--- config.mk ---
export PLATFORM = sky130hd
export DESIGN_NAME = pipeline_ctrl
export DESIGN_NICKNAME = d
export VERILOG_FILES = /design/src/rtl/arm_pipe_pkg.sv /design/src/rtl/hazard_detect.sv /design/src/rtl/pipeline_ctrl.sv
export SDC_FILE = /design/constraint.sdc
export NUM_CORES = 1
export LEC_CHECK = 0
export CAP_MARGIN = 20
export CELL_PAD_IN_SITES_DETAIL_PLACEMENT = 1
export CELL_PAD_IN_SITES_GLOBAL_PLACEMENT = 1
export CORE_MARGIN = 1.5
export CORE_UTILIZATION = 37
export CTS_CLUSTER_SIZE = 24
export DETAILED_ROUTE_END_ITERATION = 7
export MAX_ROUTING_LAYER = met4
export PLACE_DENSITY_LB_ADDON = 0.2
export RECOVER_POWER = 25
export SLEW_MARGIN = 25
export SYNTH_ARGS = -nofsm -noshare
export SYNTH_HDL_FRONTEND = slang
export SYNTH_SLANG_ARGS = --single-unit
export TNS_END_PERCENT = 1
--- constraint.sdc ---
create_clock -name clk -period 2 [get_ports clk]
set_input_delay 0.3 -clock clk [delete_from_list [all_inputs] [get_ports clk]]
set_output_delay 0.3 -clock clk [all_outputs]
set_load 0.02 [all_outputs]
--- src/rtl/arm_pipe_pkg.sv ---
// Shared types and constants for the pipeline control slice.
// Holds the stall FSM state type, register-number width and counter width default.
package arm_pipe_pkg;

    localparam int REG_W         = 4;
    localparam int CNT_W_DEFAULT = 16;

    typedef enum logic {
        RUN      = 1'b0,
        MEM_WAIT = 1'b1
    } ctrlState_t;

    // A source register hits a producing stage only when that stage will write back.
    function automatic logic regHit(
        input logic [REG_W-1:0] src,
        input logic [REG_W-1:0] dest,
        input logic             wbEn
    );
        return wbEn && (src == dest);
    endfunction

endpackage

--- src/rtl/hazard_detect.sv ---
// Combinational RAW hazard detection between the ID stage and the EXE/MEM producers.
// With forwarding enabled, only a load in EXE feeding the ID instruction must stall.
module hazard_detect
    import arm_pipe_pkg::*;
(
    input  logic             forwardEn_i,
    input  logic [REG_W-1:0] src1_i,
    input  logic [REG_W-1:0] src2_i,
    input  logic             twoSrc_i,
    input  logic [REG_W-1:0] exeDest_i,
    input  logic             exeWbEn_i,
    input  logic             exeMemRead_i,
    input  logic [REG_W-1:0] memDest_i,
    input  logic             memWbEn_i,
    output logic             hazard_o
);

    logic exeHit1;
    logic exeHit2;
    logic memHit1;
    logic memHit2;
    logic match1;
    logic match2;
    logic exeMatch;

    always_comb begin
        exeHit1  = regHit(src1_i, exeDest_i, exeWbEn_i);
        exeHit2  = twoSrc_i && regHit(src2_i, exeDest_i, exeWbEn_i);
        memHit1  = regHit(src1_i, memDest_i, memWbEn_i);
        memHit2  = twoSrc_i && regHit(src2_i, memDest_i, memWbEn_i);
        match1   = exeHit1 || memHit1;
        match2   = exeHit2 || memHit2;
        exeMatch = exeHit1 || exeHit2;

        if (forwardEn_i) begin
            hazard_o = exeMatch && exeMemRead_i;
        end else begin
            hazard_o = match1 || match2;
        end
    end

endmodule

--- src/rtl/pipeline_ctrl.sv ---
// Pipeline stall/flush controller: combinational freeze/flush decisions plus a
// memory-wait FSM with sticky timeout detection and saturating performance counters.
module pipeline_ctrl
    import arm_pipe_pkg::*;
#(
    parameter int MEM_TIMEOUT = 64,
    parameter int CNT_W       = CNT_W_DEFAULT
) (
    input  logic             clk,
    input  logic             rst,
    input  logic             forwardEn,
    input  logic [REG_W-1:0] src1,
    input  logic [REG_W-1:0] src2,
    input  logic             twoSrc,
    input  logic [REG_W-1:0] exeDest,
    input  logic             exeWbEn,
    input  logic             exeMemRead,
    input  logic [REG_W-1:0] memDest,
    input  logic             memWbEn,
    input  logic             branchTaken,
    input  logic             memAccess,
    input  logic             sramReady,
    output logic             pipeReady,
    output logic             ifFreeze,
    output logic             ifFlush,
    output logic             idFlush,
    output logic             hazard,
    output logic             memTimeout,
    output logic [CNT_W-1:0] stallCycles,
    output logic [CNT_W-1:0] bubbleCount
);

    localparam int                WAIT_W   = (MEM_TIMEOUT < 1) ? 1 : $clog2(MEM_TIMEOUT + 1);
    localparam logic [WAIT_W-1:0] WAIT_MAX = WAIT_W'(MEM_TIMEOUT);

    ctrlState_t        state_q;
    ctrlState_t        state_d;
    logic [WAIT_W-1:0] waitCnt_q;
    logic [WAIT_W-1:0] waitCnt_d;
    logic              memTimeout_q;
    logic              memTimeout_d;
    logic [CNT_W-1:0]  stallCycles_q;
    logic [CNT_W-1:0]  stallCycles_d;
    logic [CNT_W-1:0]  bubbleCount_q;
    logic [CNT_W-1:0]  bubbleCount_d;
    logic              memStall;
    logic              bubbleEvent;

    hazard_detect u_hazard (
        .forwardEn_i  (forwardEn),
        .src1_i       (src1),
        .src2_i       (src2),
        .twoSrc_i     (twoSrc),
        .exeDest_i    (exeDest),
        .exeWbEn_i    (exeWbEn),
        .exeMemRead_i (exeMemRead),
        .memDest_i    (memDest),
        .memWbEn_i    (memWbEn),
        .hazard_o     (hazard)
    );

    // Flushes are gated by pipeReady so held stage-register contents survive a stall.
    always_comb begin
        memStall    = memAccess && !sramReady;
        pipeReady   = !memStall;
        ifFlush     = branchTaken && pipeReady;
        idFlush     = pipeReady && (branchTaken || hazard);
        ifFreeze    = memStall || (hazard && !branchTaken);
        bubbleEvent = hazard && pipeReady && !branchTaken;
    end

    always_ff @(posedge clk or posedge rst) begin
        if (rst) begin
            state_q <= RUN;
        end else begin
            state_q <= state_d;
        end
    end

    always_comb begin
        state_d = state_q;
        case (state_q)
            RUN:      if (memStall)  state_d = MEM_WAIT;
            MEM_WAIT: if (sramReady) state_d = RUN;
            default:  state_d = RUN;
        endcase
    end

    // Registered bookkeeping derived from the FSM; it never feeds back into stall control.
    always_comb begin
        waitCnt_d = waitCnt_q;
        case (state_q)
            RUN: begin
                if (state_d == MEM_WAIT) waitCnt_d = '0;
            end
            MEM_WAIT: begin
                if (waitCnt_q != WAIT_MAX) waitCnt_d = waitCnt_q + 1'b1;
            end
            default: waitCnt_d = '0;
        endcase

        memTimeout_d  = memTimeout_q || ((state_q == MEM_WAIT) && (waitCnt_d == WAIT_MAX));
        stallCycles_d = stallCycles_q;
        bubbleCount_d = bubbleCount_q;
        if (!pipeReady && (stallCycles_q != '1)) stallCycles_d = stallCycles_q + 1'b1;
        if (bubbleEvent && (bubbleCount_q != '1)) bubbleCount_d = bubbleCount_q + 1'b1;
    end

    always_ff @(posedge clk or posedge rst) begin
        if (rst) begin
            waitCnt_q     <= '0;
            memTimeout_q  <= 1'b0;
            stallCycles_q <= '0;
            bubbleCount_q <= '0;
        end else begin
            waitCnt_q     <= waitCnt_d;
            memTimeout_q  <= memTimeout_d;
            stallCycles_q <= stallCycles_d;
            bubbleCount_q <= bubbleCount_d;
        end
    end

    assign memTimeout  = memTimeout_q;
    assign stallCycles = stallCycles_q;
    assign bubbleCount = bubbleCount_q;

endmodule

### After elaboration in Yosys (flattened, before gate mapping)

Index checks and enable logic that the tools add are counted.

| storage, ports and cells | value |
|---|---|
| bits in registers | 41 |
| bits of input ports | 26 |
| output and inout bits | 38 |
| word-level logic and storage cells | 50 |

| cells by class | value |
|---|---|
| add/sub/neg operators | 3 |
| equal/unequal tests | 8 |
| multiplexer cells | 7 |
| bitwise logic cells | 1 |
| reductions and logical operators | 26 |

Operators by type and width:

| cell | number |
|---|---|
| $add A16 B1 Y16 const B | 2 |
| $ne A16 B16 Y1 const B | 2 |
| $eq A4 B4 Y1 | 4 |
| $logic_and A1 B1 Y1 | 16 |
| $mux W7 | 2 |
| $pmux W7 S2 | 1 |
| $add A7 B1 Y7 const B | 1 |
| $eq A7 B7 Y1 const B | 1 |
| $logic_or A1 B1 Y1 | 7 |
| $ne A7 B7 Y1 const B | 1 |
| $logic_not A1 Y1 | 3 |
| $mux W1 | 3 |
| $pmux W1 S2 | 1 |
| $not A1 Y1 | 1 |

### Longest topological paths before layout

Gate-level depths: netlist of run 1.

| depth | value |
|---|---|
| depth after elaboration | 9 |
| gate-level depth with buffers | 7 |
| depth with buffers taken out | 7 |

### By module

Synthesis of run 1 repeated with hierarchy kept, for this count alone.

| second synthesis, totals | value |
|---|---|
| cells, all modules | 238 |
| area total of the unflattened synthesis | 2,339.7 µm² |

Modules (own cells, without submodules):

| module | instances | cells each | area each (µm²) | seq. area each (µm²) |
|---|---|---|---|---|
| pipeline_ctrl | 1 | 211 | 2,128.3 | 1,026.0 |
| hazard_detect | 1 | 27 | 211.5 | 0.0 |

### Worst setup path after synthesis of run 1

No wires, ideal clock.

| timing | value |
|---|---|
| path type | input port to output port |
| start point | in src1[2] |
| end point | out ifFreeze |
| data arrival time | 1.728 ns |
| data required time | 1.700 ns |
| path slack | -0.028 ns |
| stages | 7 |
| buffers on the path | 1 |
| cell sequence | xor2_1 > nor4_2 > a31oi_1 > o32ai_4 > buf_8 > inv_1 > o21ai_1 |

| on the way | value |
|---|---|
| word-level cells in the longest chain between the ends | 7 |
| elaborated cells on any way between the ends | 11 |
| those cells by class | eq/ne (2); mux (1); reduce/logical (8) |

Ends and longest elaborated chain:

| what | RTL line | source |
|---|---|---|
| start: declaration | pipeline_ctrl.sv:12 | `input logic [REG_W-1:0] src1,` |
| $eq A4 B4 Y1 | arm_pipe_pkg.sv:19 | `return wbEn && (src == dest);` |
| $logic_and A1 B1 Y1 | arm_pipe_pkg.sv:19 |  |
| $logic_or A1 B1 Y1 (on tied branches) | hazard_detect.sv:31, hazard_detect.sv:33 |  |
| $logic_or A1 B1 Y1 or $logic_and A1 B1 Y1 (tied branches) | hazard_detect.sv:38, hazard_detect.sv:36 |  |
| $mux W1 (*) | hazard_detect.sv:35 | `if (forwardEn_i) begin` |
| via hazard | pipeline_ctrl.sv:27 | `output logic hazard,` |
| $logic_and A1 B1 Y1 (*) | pipeline_ctrl.sv:68 | `ifFreeze = memStall \|\| (hazard && !branchTaken);` |
| $logic_or A1 B1 Y1 (*) | pipeline_ctrl.sv:68 |  |
| end: declaration | pipeline_ctrl.sv:24 | `output logic ifFreeze,` |

The timed path passes the listed nets; every way through them passes the cells marked *.

### Worst setup path in the final report of run 1

| timing | value |
|---|---|
| start point | in exeDest[2] |
| end point | out ifFreeze |

| on the way | value |
|---|---|
| word-level cells in the longest chain between the ends | 8 |
| elaborated cells on any way between the ends | 13 |
| those cells by class | eq/ne (2); mux (1); reduce/logical (10) |

Ends and longest elaborated chain:

| what | RTL line | source |
|---|---|---|
| start: declaration | pipeline_ctrl.sv:15 | `input logic [REG_W-1:0] exeDest,` |
| $eq A4 B4 Y1 | arm_pipe_pkg.sv:19 |  |
| $logic_and A1 B1 Y1 | arm_pipe_pkg.sv:19 |  |
| $logic_and A1 B1 Y1 | hazard_detect.sv:28 | `exeHit2 = twoSrc_i && regHit(src2_i, exeDest_i, exeWbEn_i);` |
| $logic_or A1 B1 Y1 (on tied branches) | hazard_detect.sv:32, hazard_detect.sv:33 |  |
| $logic_or A1 B1 Y1 or $logic_and A1 B1 Y1 (tied branches) | hazard_detect.sv:38, hazard_detect.sv:36 |  |
| $mux W1 (*) | hazard_detect.sv:35 |  |
| $logic_and A1 B1 Y1 (*) | pipeline_ctrl.sv:68 |  |
| $logic_or A1 B1 Y1 (*) | pipeline_ctrl.sv:68 |  |

Mark *: on every way between the ends. The rest lies on a longest branch, timed or not.

==> run metrics, run 1 <==
pwr dens 779 mW/mm^2; clock sink count 41; slew margin rel. 28.0%; per-cell routed wire length 15.1 microns; Starting Density 38.0%; io pins 64; largest net degree at the start of global routing 42; Area growth, synth to finish 42.0%; Final Total Pwr 2.65 mW; top cells by area, synth dfrtp_1 (43%), xor2_1 (10%), xnor2_1 (5.8%); post-layout util 53.9%; FP Rows 29; static leakage 1.55 nW; CP Class input port to primary output; Fin Clk Skew 0.00909 ns; input/output buffers 63; clock slew seen by the registers of the worst setup and hold paths 0.08 ns; Syn Nets 261; crit share post-route 98.3%; GPL Wtd Cong 0.760; CP Launch Type input port; peak supply drop 0.560 mV; H-tree depth 2; DRC 0; clock latency on the worst-skew pair 0.30 ns; top-area cell type share of the netlist area 42.8%; ys flop type dfrtp_1; Post-synth EDFFs 0; initial DRC count 69; TritonCTS clock tree yes; area of the core 0.00631 sq mm; Arr. time, crit path 1.67 ns; Total GRT Usage 18.7%; Syn Area/Cell 10.4 sq um; Clock Tree Root clkbuf_8; first-pass GRT wire length 10200 microns; Cells after Synth 231; Max Cap Viol 0; R2R Setup Slk 0.11 ns; initial antenna violation count 0; Die Y 83.5 microns; die footprint 0.00697 sq mm; Req. time, crit path 1.70 ns; CP endpoint kind primary output; antenna viol nets, final 0; register bit total from synthesis 41; Min Clock Period, post-route 1.97 ns; final setup vio count 0; most frequent cells in the layout clkdlybuf4s50_1 (41), dfrtp_1 (40), xor2_1 (28); synth warn 0; nets 353; final WL 6070 microns; Max clock buf depth 2; total grt overflow 0; drt via density 5.04; status finished clean; share of cells above drive strength 1 23.1%; f_max 0.509 GHz; Synth area leader dfrtp_1; Final HPWL DP 4550 microns; Final Max Tran Viols 0; mapped cell area 0.00240 sq mm; Hold-fix buffers, CTS 0; vias in the first global route 2070; Fill cells 724; Slew @ Worst Pin 1.08 ns; Ant. Diodes 0; asr flop ratio synth 100%; Hold Path Class flop to flop; library cells used by synthesis 47; register area share after synthesis 42.8%; number of CTS-inserted buffers 5; crit-path max FO 3; footprint of the multi-input gates 0.00134 sq mm; Final Hold Viols 0; Die W 83.5 microns; commonest non-fill, non-tap cell in the layout clkdlybuf4s50_1; register area 0.00103 sq mm; setup repair after global routing missed its margin true; via count 2022; Pre-antenna DRT Iters 4
-- metrics by stage --
stage	hold WS, ns	instances	worst slack (ns)	setup TNS, ns	cell area, sq um
floorplan	0.366	231	0.0128	0	2400
global placement	0.480	391	-0.697	-9.52	3280
detailed placement	0.483	391	-0.740	-10.88	3280
CTS	0.455	399	-0.133	-0.338	3410
global route	0.513	401	-0.00929	-0.0187	3400
finish	0.489	401	0.0342	0	3400
-- worst max-delay path, cell delays in order --
cell and delay, ns:
dlygate4sd2_1 0.26, xor2_1 0.17, nor4_2 0.34, a31oi_2 0.09, o32ai_4 0.17, inv_1 0.09, o21ai_2 0.13, buf_6 0.13
-- worst paths after layout --
check                      depth (start not counted)           start         endpoint
max                                                8      exeDest[2]         ifFreeze
max in group asynchronous                          3             rst   bubbleCount[0]
min reg2reg                                        1  stallCycles[9]   stallCycles[9]
max reg2reg                                        7  bubbleCount[0]   bubbleCount[7]
min in group asynchronous                          3             rst  stallCycles[13]
min                                                1  stallCycles[9]   stallCycles[9]
-- area by class of cell --
cell class / count / share of cell area (%)
sequential: 41 / 30.2
clock buffer: 7 / 2.54
clock inverter: 1 / 0.883
tap: 77 / 2.83
timing repair buffer: 88 / 22.8
inverter: 13 / 1.43
multi-input combinational: 174 / 39.3
-- synthesized netlist by cell type (2+ instances only) --
cell      number
nand2b_1       2
o21ai_0        6
nand3b_1       2
a21oi_1        2
nand3_1        9
inv_1         13
ha_1           4
nand3_2        3
and3_1         8
xor2_1        28
nand4_4        2
mux2i_1        3
a31oi_1        3
a31o_2         2
nand2_1       16
dfrtp_1       41
nor4_2         2
nor4_1         4
or3_1          2
xnor2_2        3
and2_4         2
xnor2_1       16
nor3_2         3
nand4_1        7
nand2_2        2
nor3_1         4
nor2_1        22
-- state kept, by name (all words and copies together) (netlist names) --
register     cells
state_q          1
stallCycles     16
memTimeout       1
waitCnt_q        7
bubbleCount     16
-- routing by layer --
metal	up-vias	part of all wire, %	track usage [%]
met5	-	0	-
met4	0	1.0	4.47
met3	6	3.7	3.46
met2	46	50	30.5
met1	988	45	24.5
li1	982	-	-
-- logic make-up after synthesis --
kind of cell	after synthesis	share of synthesized area [%]
mux	5	2.35
buf+inv	16	3.03
simple gates	98	25.1
compound gates	20	6.53
fa+ha+maj	4	2.09
xor+xnor	47	18.1
flops	41	42.8
-- power by group --
part,leakage [nW],switching [mW],internal [mW]
Combinational,0.957,0.413,0.413
Sequential,0.535,0.168,0.949
Clock,0.0585,0.300,0.407
-- timing repair --
action                     in CTS  in global routing
gates resized for setup        45                 16
pin swaps                      10                 11
setup buffers                   0                  2
setup endpoints to repair      21                  7
Note: power is estimated with default switching activity, not from simulation.
==> run 2: changes to the inputs <==
CORE_MARGIN = default   (was 1.5)
==> run metrics, run 2 (synthesis results as in run 1) <==
Hold Path Class input port to asynchronous set/reset pin (was flop to flop); Max clock buf depth 2 (unchanged); share of cells above drive strength 1 28.5% (was 23.1%); CP Launch Type input port (unchanged); clock slew seen by the registers of the worst setup and hold paths 0.08 ns (about the same); crit share post-route 98.3% (about the same); status finished clean (unchanged); total grt overflow 0 (unchanged); GPL Wtd Cong 0.797 (was 0.760); Arr. time, crit path 1.67 ns (about the same); largest net degree at the start of global routing 26 (was 42); io pins 64 (unchanged); drt via density 5.08 (was 5.04); worst r2r src bubbleCount[4] (was bubbleCount[0]); clock latency on the worst-skew pair 0.29 ns (was 0.30 ns); crit-path max FO 3 (unchanged); Pre-antenna DRT Iters 4 (unchanged); CP bufs+invs 4 (was 3); initial antenna violation count 0 (unchanged); Area after DPL 0.00330 sq mm (was 0.00328 sq mm); CP endpoint kind primary output (unchanged); setup repair after global routing missed its margin true (unchanged); clock sink count 41 (unchanged); per-cell routed wire length 15.1 microns (about the same); input/output buffers 63 (unchanged); vias in the first global route 2070 (unchanged); number of CTS-inserted buffers 5 (unchanged); Ant. Diodes 0 (unchanged); most frequent CP cell buf_6; Fin Clk Skew 0.00947 ns (was 0.00909 ns); pwr dens 766 mW/mm^2 (was 779 mW/mm^2); Final Hold Viols 0 (unchanged); Final Total Pwr 2.68 mW (was 2.65 mW); commonest non-fill, non-tap cell in the layout dfrtp_1 (was clkdlybuf4s50_1); Min Clock Period, post-route 1.97 ns (about the same); setup TNS 0 ns (unchanged); DRC 0 (unchanged); Starting Density 39.3% (was 38.0%); Area growth, synth to finish 45.7% (was 42.0%); post-layout util 57.3% (was 53.9%); final cell count without fillers 401 (unchanged); FP Rows 28 (was 29); initial DRC count 60 (was 69); Placed Instances 391 (unchanged); Final HPWL DP 4630 microns (was 4550 microns); Final Cell Area 0.00349 sq mm (was 0.00340 sq mm); Total GRT Usage 20.0% (was 18.7%); slowest CP cell o32ai_4 (was nor4_2); Max Cap Viol 0 (unchanged); antenna viol nets, final 0 (unchanged); first-pass GRT wire length 9950 microns (was 10200 microns); most frequent cells in the layout dfrtp_1 (41), clkdlybuf4s50_1 (39), buf_4 (25) (was clkdlybuf4s50_1 (41), dfrtp_1 (40), xor2_1 (28)); Cell Chain, Critical Path clkdlybuf4s15_1 -> xor2_1 -> nor3_2 -> a31oi_2 -> o32ai_4 -> buf_6 -> inv_2 -> o21ai_2 -> buf_6 (was dlygate4sd2_1 -> xor2_1 -> nor4_2 -> a31oi_2 -> o32ai_4 -> inv_1 -> o21ai_2 -> buf_6); Req. time, crit path 1.70 ns (about the same); area of the core 0.00610 sq mm (was 0.00631 sq mm); Die W 82.5 microns (was 83.5 microns); CP Class input port to primary output (unchanged); Die Y 82.5 microns (was 83.5 microns); via count 2036 (was 2022); f_max 0.509 GHz (about the same); TritonCTS clock tree yes (unchanged); static leakage 1.59 nW (was 1.55 nW); Clock Tree Root clkbuf_8 (unchanged); Worst Setup SP src2[3] (was exeDest[2]); Crit path largest cell delay 0.25 ns (was 0.34 ns); Final Max Tran Viols 0 (unchanged); cell family with most CP delay buffers and inverters (unchanged); die footprint 0.00680 sq mm (was 0.00697 sq mm); peak supply drop 0.547 mV (was 0.560 mV); nets 355 (was 353); slew margin rel. 58.7% (was 28.0%); Hold-fix buffers, CTS 0 (unchanged); Slew @ Worst Pin 0.619 ns (was 1.08 ns); final setup vio count 0 (unchanged); R2R Setup Slk 0.20 ns (was 0.11 ns); H-tree depth 2 (unchanged); final WL 6040 microns (was 6070 microns)
run 2: area by class of cell:
class	count	area [sq um]
sequential	41	1030
inverter	13	48.8
tap	75	93.8
timing repair buffer	90	808
clock inverter	2	37.5
fill	689	2600
multi-input combinational	174	1400
clock buffer	6	82.6
run 2: path summary, 6_finish.rpt:
path                              endpoint  cells after the start
hold / removal             bubbleCount[11]                      2
setup reg to reg           bubbleCount[15]                      6
min in group clk                memTimeout                      1
max in group asynchronous       memTimeout                      3
hold reg to reg                 memTimeout                      1
setup / recovery                  ifFreeze                      9
run 2: repair_timing:
item                                   4_1_cts  5_1_grt
pin swaps                                   12       13
gates resized for setup                     54       39
gates cloned                                 0        0
setup buffers                                2        0
endpoints found under the hold margin        0        0
setup endpoints to repair                   19        6
run 2: power by group:
| part | switching, mW | leakage (nW) | internal [mW] |
|---|---|---|---|
| combinational | 0.434 | 0.999 | 0.439 |
| sequential | 0.156 | 0.536 | 0.947 |
| clock | 0.293 | 0.0574 | 0.406 |
| total | 0.883 | 1.59 | 1.79 |
run 2: layer usage:
layer  track usage, %  routed length, microns  part of all wire (%)  up-vias
met2             33.7                    3110                    51       52
met3             3.74                     200                   3.3        8
met1             24.6                    2660                    44     1000
met5                -                       0                     0        -
li1                 -                       -                     -      976
met4             4.91                      77                   1.3        0
run 2: metrics by stage:
stage,setup slack (ns),hold WS (ns)
floorplan,0.0128,0.366
global placement,-0.759,0.453
detailed placement,-0.812,0.459
CTS,-0.174,0.320
global route,-0.0562,0.459
finish,0.0338,0.426
==> run 3: changes to the inputs <==
REMOVE_ABC_BUFFERS = 1   (was default)
==> run metrics, run 3 (synthesis results as in run 1) <==
CP Class input port to primary output (unchanged); Total GRT Usage 20.0% (about the same); share of cells above drive strength 1 27.6% (was 28.5%); Die Y 82.5 microns (unchanged); die footprint 0.00680 sq mm (unchanged); clock slew seen by the registers of the worst setup and hold paths 0.08 ns (about the same); drt via density 5.07 (was 5.08); antenna viol nets, final 0 (unchanged); largest net degree at the start of global routing 42 (was 26); Final Max Tran Viols 0 (unchanged); input/output buffers 63 (unchanged); Ant. Diodes 0 (unchanged); first-pass GRT wire length 9870 microns (was 9950 microns); most frequent cells in the layout dfrtp_1 (41), clkdlybuf4s50_1 (41), xor2_1 (24) (was dfrtp_1 (41), clkdlybuf4s50_1 (39), buf_4 (25)); clock sink count 41 (unchanged); slew margin rel. 29.6% (was 58.7%); total grt overflow 0 (unchanged); Fin Clk Skew 0.0143 ns (was 0.00947 ns); Slew @ Worst Pin 1.06 ns (was 0.619 ns); TritonCTS clock tree yes (unchanged); P_sw 0.915 mW (was 0.883 mW); post-layout util 56.8% (was 57.3%); Area growth, synth to finish 44.4% (was 45.7%); crit-path max FO 10 (was 3); Hold-fix buffers, CTS 0 (unchanged); worst r2r path cells 6 (unchanged); Post-Place Setup Slack -0.812 ns (about the same); via count 2014 (was 2036); GPL Wtd Cong 0.821 (was 0.797); Arr. time, crit path 1.64 ns (was 1.67 ns); Sw Ratio 34.3% (was 33.0%); initial antenna violation count 0 (unchanged); number of CTS-inserted buffers 5 (unchanged); post-route worst setup slack 0.0647 ns (was 0.0338 ns); Max clock buf depth 2 (unchanged); Worst Hold Path Cells 1; DRC 0 (unchanged); clock power share 25.9% (was 26.1%); Pre-antenna DRT Iters 4 (unchanged); peak supply drop 0.760 mV (was 0.547 mV); Hold Path Class flop to flop (was input port to asynchronous set/reset pin); CP endpoint kind primary output (unchanged); setup repair after global routing missed its margin true (unchanged); io pins 64 (unchanged); Starting Density 39.3% (unchanged); Die W 82.5 microns (unchanged); Req. time, crit path 1.70 ns (about the same); status finished clean (unchanged); hold path start memTimeout; nets 351 (was 355); Clock Tree Root clkbuf_8 (unchanged); Final HPWL DP 4400 microns (was 4630 microns); sequential group share of total power 41.6% (was 41.2%); worst r2r src bubbleCount[1] (was bubbleCount[4]); Max Cap Viol 0 (unchanged); crit share post-route 96.8% (was 98.3%); final WL 5900 microns (was 6040 microns); final setup vio count 0 (unchanged); per-cell routed wire length 14.9 microns (was 15.1 microns); clock latency on the worst-skew pair 0.30 ns (was 0.29 ns); CP Launch Type input port (unchanged); f_max 0.517 GHz (was 0.509 GHz); pwr dens 771 mW/mm^2 (was 766 mW/mm^2); internal power 1.75 mW (was 1.79 mW); initial DRC count 36 (was 60); Worst Setup SP memDest[1] (was src2[3]); area of the core 0.00610 sq mm (unchanged); static leakage 1.56 nW (was 1.59 nW); Min Clock Period, post-route 1.94 ns (was 1.97 ns); Final Hold Viols 0 (unchanged); combinational share of power 32.5% (was 32.7%); H-tree depth 2 (unchanged); FP Rows 28 (unchanged); vias in the first global route 2038 (was 2070)
[run 3: path summary, 6_finish.rpt]
| path | end | slack, ns |
|---|---|---|
| min in group asynchronous | bubbleCount[15] | 0.79 |
| max in group asynchronous | memTimeout | 0.56 |
| min | memTimeout | 0.48 |
| min reg2reg | memTimeout | 0.48 |
| max | hazard | 0.06 |
| max reg2reg | bubbleCount[7] | 0.13 |
[run 3: repair_timing]
action                                  in CTS  in global routing
setup buffers                                0                  1
cloned                                       0                  0
pin swaps                                   10                 15
endpoints found under the setup margin       7                 11
gates resized for setup                     46                 52
[run 3: final cells by class]
| class | count | area (sq um) |
|---|---|---|
| Fill cell | 695 | 2640 |
| Multi-Input combinational cell | 174 | 1400 |
| Sequential cell | 41 | 1030 |
| Timing Repair Buffer | 86 | 778 |
| Tap cell | 75 | 93.8 |
| Clock buffer | 5 | 68.8 |
| Inverter | 13 | 48.8 |
| Clock inverter | 3 | 46.3 |
[run 3: power by group through the flow]
stage | Combinational [mW] | Clock, mW | Sequential [mW]
2_1_floorplan | 0.301 | 0 | 1.23
3_3_place_gp | 0.836 | 0 | 1.12
3_5_place_dp | 0.860 | 0 | 1.12
4_1_cts | 0.854 | 0.715 | 1.11
5_1_grt | 0.951 | 0.737 | 1.13
6_report | 0.866 | 0.691 | 1.11
[run 3: per-layer routing]
layer	GRT usage, %	up-vias	wire length [microns]
li1	-	976	-
met1	24.8	983	2690
met2	32.4	46	2890
met3	4.84	9	249
met4	5.79	0	64
met5	-	-	0
[run 3: stage by stage]
step	TNS (ns)	power [mW]	cell area [sq um]	hold slack, ns	std cells
3_3_place_gp	-7.18	1.95	3290	0.465	388
3_5_place_dp	-8.33	1.98	3290	0.469	388
2_1_floorplan	-0.552	1.53	2370	0.366	228
6_report	0	2.67	3460	0.479	397
4_1_cts	-0.416	2.68	3400	0.377	396
5_1_grt	-0.0659	2.82	3460	0.508	397
[run 3: critical path, cell delays in order]
cell and delay, ns:
buf_8 0.10, xor2_2 0.16, nor4_2 0.29, a31oi_2 0.08
o32ai_4 0.25, buf_12 0.16, buf_6 0.14, buf_4 0.15
